<file path="config.mk">
export PLATFORM = sky130hd
export DESIGN_NAME = qsqrt
export DESIGN_NICKNAME = d
export VERILOG_FILES = /design/src/rtl/qsqrt_pkg.sv /design/src/rtl/qsqrt_step.sv /design/src/rtl/qsqrt.sv
export SDC_FILE = /design/constraint.sdc
export NUM_CORES = 1
export LEC_CHECK = 0
export ABC_AREA = 1
export CORE_MARGIN = 2
export CORE_UTILIZATION = 25
export DETAILED_ROUTE_END_ITERATION = 8
export HOLD_SLACK_MARGIN = 0.08
export PLACE_DENSITY = 0.39
export SLEW_MARGIN = 0
export SYNTH_ARGS = -nofsm -noshare
export SYNTH_HDL_FRONTEND = slang
export SYNTH_HIERARCHICAL = 1
export SYNTH_SLANG_ARGS = --single-unit
</file>
<file path="constraint.sdc">
create_clock -name i_clk -period 2.57 [get_ports i_clk]
set_clock_uncertainty 0.2 [all_clocks]
set_input_delay 0.514 -clock i_clk [delete_from_list [all_inputs] [get_ports i_clk]]
set_output_delay 0.514 -clock i_clk [all_outputs]
set_load 0.005 [all_outputs]
</file>
<file path="src/rtl/qsqrt_pkg.sv">
// Shared fixed-point definitions for the (Q,N) sign-magnitude root stage:
// format defaults, derived iteration constants and the FSM state type.
package qsqrt_pkg;

  localparam int Q_DEF = 15;
  localparam int N_DEF = 32;

  localparam int SIGN_BIT = N_DEF - 1;
  localparam int MAG_MSB  = N_DEF - 2;

  function automatic int calc_rad_w(input int q, input int n);
    return n - 1 + q;
  endfunction

  // Two radicand bits are consumed per iteration, so an odd width rounds up.
  function automatic int calc_iter(input int q, input int n);
    return (calc_rad_w(q, n) + 1) / 2;
  endfunction

  localparam int RAD_W = calc_rad_w(Q_DEF, N_DEF);
  localparam int ITER  = calc_iter(Q_DEF, N_DEF);

  typedef enum logic {
    ST_IDLE = 1'b0,
    ST_RUN  = 1'b1
  } state_t;

endpackage

</file>
<file path="src/rtl/qsqrt_step.sv">
// One restoring digit-by-digit square-root step: brings in two radicand
// bits, tries (root<<2)|1 against the remainder and emits the next root bit.
module qsqrt_step #(
  parameter int ITER = 23
) (
  input  logic [ITER+1:0] rem,
  input  logic [ITER-1:0] root,
  input  logic [1:0]      bits,
  output logic [ITER+1:0] rem_next,
  output logic [ITER-1:0] root_next
);

  localparam int REM_W = ITER + 2;

  logic [REM_W-1:0] rem_sh;
  logic [REM_W-1:0] trial;
  logic             ge;

  // The remainder never exceeds 2*root, so the bits shifted out are zero.
  always_comb begin
    rem_sh    = (rem << 2) | REM_W'(bits);
    trial     = (REM_W'(root) << 2) | REM_W'(1);
    ge        = (rem_sh >= trial);
    rem_next  = ge ? (rem_sh - trial) : rem_sh;
    root_next = (root << 1) | ITER'(ge);
  end

endmodule

</file>
<file path="src/rtl/qsqrt.sv">
// Iterative fixed-point square root (Q,N sign-magnitude) with the divider's
// start/complete handshake; one result every ITER busy cycles.
module qsqrt
  import qsqrt_pkg::*;
#(
  parameter int Q = Q_DEF,
  parameter int N = N_DEF
) (
  input  logic         i_clk,
  input  logic         rst,
  input  logic [N-1:0] i_radicand,
  input  logic         i_start,
  output logic [N-1:0] o_root_out,
  output logic         o_complete,
  output logic         o_error,
  output state_t       dbg_state
);

  // Handshake: i_start is sampled only while o_complete=1 (idle). An accepted
  // start drops o_complete on the next edge; o_complete rising marks
  // o_root_out/o_error valid, and they hold until the next accepted start.

  localparam int R_W     = calc_rad_w(Q, N);
  localparam int IT      = calc_iter(Q, N);
  localparam int RAD2_W  = 2 * IT;
  localparam int REM_W   = IT + 2;
  localparam int CNT_W   = $clog2(IT + 1);

  state_t              state;
  state_t              state_nxt;
  logic [RAD2_W-1:0]   rad;
  logic [RAD2_W-1:0]   rad_init;
  logic [REM_W-1:0]    rem;
  logic [REM_W-1:0]    rem_nxt;
  logic [IT-1:0]       root;
  logic [IT-1:0]       root_nxt;
  logic [CNT_W-1:0]    cnt;
  logic [N-2:0]        mag;
  logic                neg;
  logic                accept;
  logic                reject;

  assign mag      = i_radicand[N-2:0];
  // Negative zero is treated as a valid zero operand.
  assign neg      = i_radicand[N-1] & (|mag);
  assign accept   = (state == ST_IDLE) & i_start & ~neg;
  assign reject   = (state == ST_IDLE) & i_start & neg;
  assign rad_init = RAD2_W'({mag, {Q{1'b0}}});

  assign o_complete = (state == ST_IDLE);
  assign dbg_state  = state;

  qsqrt_step #(
    .ITER(IT)
  ) u_step (
    .rem      (rem),
    .root     (root),
    .bits     (rad[RAD2_W-1 -: 2]),
    .rem_next (rem_nxt),
    .root_next(root_nxt)
  );

  always_comb begin
    state_nxt = state;
    case (state)
      ST_IDLE: if (accept) state_nxt = ST_RUN;
      ST_RUN:  if (cnt == '0) state_nxt = ST_IDLE;
      default: state_nxt = ST_IDLE;
    endcase
  end

  always_ff @(posedge i_clk) begin
    if (!rst) begin
      state      <= ST_IDLE;
      rad        <= '0;
      rem        <= '0;
      root       <= '0;
      cnt        <= '0;
      o_root_out <= '0;
      o_error    <= 1'b0;
    end else begin
      state <= state_nxt;
      if (accept) begin
        rad     <= rad_init;
        rem     <= '0;
        root    <= '0;
        cnt     <= CNT_W'(IT - 1);
        o_error <= 1'b0;
      end else if (reject) begin
        o_error    <= 1'b1;
        o_root_out <= '0;
      end else if (state == ST_RUN) begin
        rad  <= rad << 2;
        rem  <= rem_nxt;
        root <= root_nxt;
        if (cnt == '0) begin
          o_root_out <= {1'b0, (N-1)'(root_nxt)};
        end else begin
          cnt <= cnt - 1'b1;
        end
      end
    end
  end

  logic unused_rw;
  assign unused_rw = (R_W > 0);

endmodule
</file>
======== Yosys cells after proc, flatten, opt, wreduce, memory -nomap -nowiden ========
Cells that the tools add are included.
word-level totals
  register bits after elaboration ......... 116
  bits in latches ......................... 0
  memory bits (writable) .................. 0
  ROM bits ................................ 0
  input port bits ......................... 35
  output and inout bits ................... 35
  word-level logic and storage cells ...... 50
  memories kept ........................... 0
operators by class
  $add $sub $neg .......................... 2
  multiply operators ...................... 0
  divide/modulo/power cells ............... 0
  $lt $le $gt $ge ......................... 1
  eq/ne operators ......................... 2
  shift operators ......................... 0
  multiplexer cells ....................... 14
  bitwise logic cells ..................... 12
  reduce and logical (&&, ||, !) cells .... 11
operators by type and width
  kind                   count
  $mux W46               3
  $mux W32               3
  $reduce_or A31 Y1      1
  $ge A25 B25 Y1         1
  $or A25 B2 Y25         1
  $mux W23               1
  $or A23 B1 Y23         1
  $sub A23 B23 Y23       1
  $mux W5                4
  $reduce_and A3 Y1      3
  $not A1 Y1             6
  $reduce_bool A2 Y1     3
  $logic_not A5 Y1       1
  $sub A5 B1 Y5 const B  1
  $and A1 B1 Y1          4
  $ne A2 B2 Y1 const B   2
  $reduce_and A2 Y1      2
  $mux W1                2
  $pmux W1 S2            1
  $reduce_or A2 Y1       1

======== Longest topological paths before layout ========
Gate-level depths: netlist (run 1).
  depth in word-level cells ............... 6
  mapped depth ............................ 17

======== Cells and area by module ========
The synthesis (run 1) kept the hierarchy.
modules (own cells, without submodules)
  module      instances  cells an instance  area an instance (um2)  sequential area each (um2)
  qsqrt       1          620                4,574.4                 2,182.1
  qsqrt_step  1          532                2,626.3                 0.0

======== Worst setup path before layout (run 1) ========
Ideal clock, no wire load.
  path type ............................... reg-to-reg
  from .................................... register root[10]
  to ...................................... register o_root_out[0]
  library setup time ...................... 0.109 ns
  arrival time ............................ 2.066 ns
  required time ........................... 2.261 ns
  path slack .............................. 0.195 ns
  stages on the path, launching flop included .. 16
  buffers on the path ..................... 2
  clock period less this slack ............ 2.375 ns
  path through ............................ dfxtp_1 inv_1 ha_1 nand2_1 inv_1 nand2_1 nand2_1 nand2_1 nand2_1 a21oi_4 nand3_4 buf_6 buf_4 mux2_2 nand2_1 inv_1
on the way
  word-level cells in the longest chain between the ends .. 5
RTL lines
  what                    line              text
  from (decl)             qsqrt.sv:35       logic [IT-1:0] root;
  from (signal assigned)  qsqrt.sv:95       root <= root_nxt;
  $ge A25 B25 Y1          qsqrt_step.sv:23  ge = (rem_sh >= trial);
  via u_step.ge           qsqrt_step.sv:17  logic ge;
  $or A23 B1 Y23          qsqrt_step.sv:25  root_next = (root << 1) | ITER'(ge);
  via root_nxt[0]         qsqrt.sv:36       logic [IT-1:0] root_nxt;
  $mux W32                qsqrt.sv:96       if (cnt == '0) begin
  $mux W32                qsqrt.sv:92       end else if (state == ST_RUN) begin
  $mux W32                qsqrt.sv:89       end else if (reject) begin
  to (signal assigned)    qsqrt.sv:97       o_root_out <= {1'b0, (N-1)'(root_nxt)};
  to (decl)               qsqrt.sv:13       output logic [N-1:0] o_root_out,
The timed path passes the listed nets, and every way through them passes these cells. The select of a mux whose other input is x is not followed.
A chain may end at the register's enable or synchronous reset.

======== Worst setup path after layout (run 1) ========
  from .................................... register root[16]
  to ...................................... register rem[12]
on the way
  word-level cells in the longest chain between the ends .. 2
RTL lines
  what                  line              text
  $ge A25 B25 Y1        qsqrt_step.sv:23
  $mux W23              qsqrt_step.sv:24  rem_next = ge ? (rem_sh - trial) : rem_sh;
  via rem_nxt[12]       qsqrt.sv:34       logic [REM_W-1:0] rem_nxt;
  to (signal assigned)  qsqrt.sv:94       rem <= rem_nxt;
  to (decl)             qsqrt.sv:33       logic [REM_W-1:0] rem;
The timed path passes the listed nets, and every way through them passes these cells.

==> results.tsv, run 1 <==
metric	value	unit
crit_path_top_delay_cell	dfxtp_2	
die_area	0.0293	mm²
grt_max_degree	69	
clk_latency	0.36	ns
ios	70	
status	complete, no violations	
cts_tree	built	
initial_core_util	25.3	%
fp.dieW	171	µm
path_clk_slew	0.08	ns
utilization	30.8	%
placementRows	61	
hold_slack	0.263	ns
cts_buffers	9	
ys.warnings.count	6	
overflow	0	
timing.final.crit_period	2.40	ns
layout.nets	1211	
crit_chain	inv_1 -> ha_4 -> nand2_2 -> nor2_4 -> inv_2 -> nor3_4 -> nand3_4 -> nand3_4 -> buf_12 -> nand2_1 -> nand2_1 -> nand2_1 -> a21oi_1	
postSynthAreaPerCell	6.30	µm²
setup_viol	0	
hold_class	register to register	
finalSetupTns	0	ns
dp.final_hpwl	14700	µm
ant_nets	0	
final_common_cell	nand2_1	
die_y	171	µm
clock_path_buffers	2	
design_area	0.00850	mm²
place_area	0.00800	mm²
drc	0	
holdBufCountCts	0	
met2_length	8630	µm
crit_path_max_fanout	16	
cp_num_buf_inv	3	
worstMarginPinSlew	0.798	ns
top_layer_used	met4	
critPathCaptureType	register	
hold_viol_final	0	
critical_path_class	register to register	
area_delta_synth_final	21.7	%
slew_headroom	46.8	%
port_buffers	60	
htreeDepth	3	
fmaxAchievable	0.417	GHz
critPathArrivalTime	2.48	ns
netlist_area	0.00698	mm²
viasPerCell	4.21	
cts_root_buffer	clkbuf_16	
crit_required	2.65	ns
vias	6450	
period_share	93.3	%
routed_wl	20100	µm
wl_per_cell	13.1	µm
rsz0062_at_grt	yes	
crit_family	simple AND/OR/NAND/NOR gates	
grt_pass1_wl	33200	µm
antenna_cells	0	
slew_violations	0	
core-area	0.0276	mm²
cap_violations	0	
drt_iter0_markers	314	
met1Wirelength	10900	µm
max_stage_delay	0.37	ns
place_congestion	0.817	
final_cell_mix	408 x nand2_1, 170 x inv_1, 99 x dfxtp_1	
critPathLaunchType	register	
grt_pass1_vias	6226	
drt_pass1_iterations	5	
route.met3.wl	413	µm
grt.total_usage	14.3	%
netlist_instances	1108	
layout-drive-gt1-share	10.6	%
crit_top_cell	nand2_1	
cts.sinks	107	
antenna_found_initial	0	
metrics by stage:
step	cells	setup slack [ns]
after CTS	1532	0.0467
final	1532	0.172
after global placement	1517	0.0829
after global routing	1532	-0.00812
after floorplan	1116	0.219
after detailed placement	1517	0.0684
tightest hold or removal path, stage by stage (launching register included):
cell     delay [ns]
dfxtp_1        0.31
nand2_1        0.06
a21oi_1        0.05
path summary, 6_finish.rpt:
kind / start / end / slack (ns) / cells past startpoint
min: root[22] / root[22] / 0.26 / 2
max: root[16] / rem[12] / 0.17 / 13
max reg2reg: root[16] / rem[12] / 0.17 / 13
min reg2reg: root[22] / root[22] / 0.26 / 2
registers in the layout, summed over array words and instances, names as in the netlist:
register and count:
rad 31, o_root_out 23, rem 23, root 23, cnt 5, dbg_state 1
o_error 1
final cells by class:
type / instances / area, µm²
fill: 3157 / 19100
multi-input combinational: 754 / 3920
sequential: 107 / 2150
timing repair buffer: 103 / 1010
inverter: 175 / 657
tap: 378 / 473
clock buffer: 10 / 229
clock inverter: 5 / 61.3
layer usage:
| metal | global-route usage (%) | vias up |
|---|---|---|
| li1 | - | 3469 |
| met1 | 20.9 | 2905 |
| met2 | 22.0 | 67 |
| met3 | 1.57 | 9 |
| met4 | 3.65 | 0 |
| met5 | 0 | - |
timing repair:
| action | 4_1_cts | 5_1_grt |
|---|---|---|
| hold endpoints to repair | 0 | 0 |
| setup buffers | 0 | 0 |
| endpoints found under the setup margin | 0 | 24 |
| gates resized for setup | 0 | 35 |
Power of run 1 is not shown: default switching activity piles up to over one toggle a cycle in this logic, so the estimate is an artifact.
==> run 2: changes to the inputs <==
--- a/config.mk
+++ b/config.mk
@@ -7,10 +7,10 @@
 export LEC_CHECK = 0
 export ABC_AREA = 1
 export CORE_MARGIN = 2
-export CORE_UTILIZATION = 25
+export CORE_UTILIZATION = 30
 export DETAILED_ROUTE_END_ITERATION = 8
 export HOLD_SLACK_MARGIN = 0.08
-export PLACE_DENSITY = 0.39
+export PLACE_DENSITY = 0.45
 export SLEW_MARGIN = 0
 export SYNTH_ARGS = -nofsm -noshare
 export SYNTH_HDL_FRONTEND = slang
==> constraint.sdc (replaced) <==
create_clock -name i_clk -period 2.3 [get_ports i_clk]
set_clock_uncertainty 0.2 [all_clocks]
set_input_delay 0.46 -clock i_clk [delete_from_list [all_inputs] [get_ports i_clk]]
set_output_delay 0.46 -clock i_clk [all_outputs]
set_load 0.005 [all_outputs]
==> run 2 against run 1 <==
Effect of this change: fmax increased by 6.8%; via count is 8.0% higher; setup slack lost 0.12 ns; highest routed layer unchanged.
==> results.tsv, run 2 (synthesis results as in run 1) <==
metric	value	unit	change
drt_pass1_iterations	5		unchanged
fillCellCount	2440		-23%
critPathCaptureType	register		
path_clk_slew	0.08	ns	about the same
utilization	42.9	%	+12 points
rr_worst_depth	11		-2
placementRows	55		-9.8%
area_delta_synth_final	39.9	%	
layout-drive-gt1-share	26.5	%	+16 points
r2r_end	o_root_out[0]		
crit_path_top_delay_cell	dfxtp_1		
clk_latency	0.36	ns	about the same
final_cell_mix	371 x nand2_1, 147 x inv_1, 138 x buf_4		
core-area	0.0228	mm²	-18%
dp_cells	1550		+2.2%
crit_top_cell	inv_1		
vias	6966		+8.0%
ios	70		unchanged
grt_pass1_vias	6610		+6.2%
routed_wl	21100	µm	+4.8%
critPathArrivalTime	2.31	ns	-0.17 ns
hold_end	cnt[0]		
hold_class	register to register		
layout.nets	1323		+9.2%
clock_path_buffers	2		unchanged
critPathLaunchType	register		
rsz0062_at_grt	yes		
stdcell_count	1580		+3.1%
cap_violations	0		unchanged
largest_register	rad		
initial_core_util	30.7	%	+5.4 points
worstMarginPinSlew	0.570	ns	-0.229 ns
cp-startpoint	root[22]		
cts_root_buffer	clkbuf_16		
cts_buffers	9		unchanged
crit_family	compound AO/OA/AOI/OAI gates		
grt_max_degree	50		-28%
die_area	0.0245	mm²	-16%
period_share	97.6	%	+4.3 points
final_common_cell	nand2_1		
crit_chain	inv_1 -> ha_4 -> a21oi_2 -> o21a_1 -> nand2_1 -> a21oi_4 -> nand3_4 -> buf_16 -> mux2_4 -> nand2_2 -> inv_1		
fin_ws	0.0544	ns	-0.118 ns
antenna_cells	0		unchanged
crit_required	2.37	ns	-0.28 ns
timing.final.crit_period	2.25	ns	-0.152 ns
htreeDepth	3		unchanged
cts.sinks	107		unchanged
place_congestion	0.815		-0.33%
hold_viol_final	0		unchanged
cts_tree	built		
holdPathStages	2		unchanged
critical_path_class	register to register		
worstHoldStart	cnt[0]		
overflow	0		unchanged
drt_iter0_markers	370		+18%
wl_per_cell	13.3	µm	+1.6%
grt_pass1_wl	33600	µm	+1.2%
ant_nets	0		unchanged
antenna_found_initial	0		unchanged
die_y	157	µm	-8.5%
status	complete, no violations		
largest_register_ffs	31		unchanged
holdBufCountCts	0		unchanged
dp.final_hpwl	14700	µm	-0.32%
worst_r2r_startpoint	root[22]		
setup_viol	0		unchanged
viasPerCell	4.41		+4.7%
fmaxAchievable	0.445	GHz	+6.8%
max_stage_delay	0.33	ns	-0.04 ns
slew_headroom	62.0	%	+15 points
drc	0		unchanged
port_buffers	60		unchanged
grt.total_usage	17.3	%	+3.1 points
pre_cts_slack	-0.279	ns	-0.347 ns
cp_num_buf_inv	3		unchanged
fp.dieW	157	µm	-8.5%
reg2reg_setup_slack	0.05	ns	-0.12 ns
slew_violations	0		unchanged
crit_path_max_fanout	5		-11
## run 2: worst max path at each step
stage / slack, ns / cells after the start / endpoint
global placement: -0.27 / 10 / cnt[3]
detailed placement: -0.28 / 10 / rem[15]
floorplan: 0.004 / 15 / o_root_out[0]
global route: -0.03 / 14 / o_root_out[0]
CTS: 0.001 / 13 / rem[21]
finish: 0.05 / 11 / o_root_out[0]
## run 2: worst reg2reg max path: cells and delay by family, from the launching register on
family                     cells  cell delay [ns]
and+or+nand+nor                3             0.32
muxes                          1             0.26
DFF                            1             0.33
adders and majority gates      1             0.24
buffers and inverters          3             0.29
AOI/OAI and AO/OA              3             0.52
## run 2: cell type report
cell class	count	area, µm²	share of cell area [%]
multi-input cells	754	4290	43.9
flip-flops and latches	107	2170	22.2
repair buffers	215	1960	20.1
inverters	175	657	6.72
well taps	313	392	4.01
clock buffers	10	239	2.45
clock inverters	6	70.1	0.717
## run 2: timing repair
action / CTS / global route
gates resized for setup: 49 / 102
gates cloned: 1 / 2
setup endpoints to repair: 25 / 50
buffers inserted: 7 / 4
pin swaps: 17 / 60
## run 2: per-stage QoR
stage / area [µm²] / hold WS [ns] / setup TNS [ns]
2_1_floorplan: 7100 / 0.241 / 0
3_3_place_gp: 8780 / 0.254 / -19.91
3_5_place_dp: 8780 / 0.256 / -19.40
4_1_cts: 9410 / 0.273 / 0
5_1_grt: 9770 / 0.303 / -0.322
6_report: 9770 / 0.271 / 0
## run 2: metal layers
metal	vias up	track usage [%]	part of all wire, %
li1	3696	-	-
met1	3152	25.8	53
met2	106	26.6	43
met3	12	2.38	3.3
met4	0	3.58	0.89
met5	-	0	0
Power of run 2 is left out for the same reason.
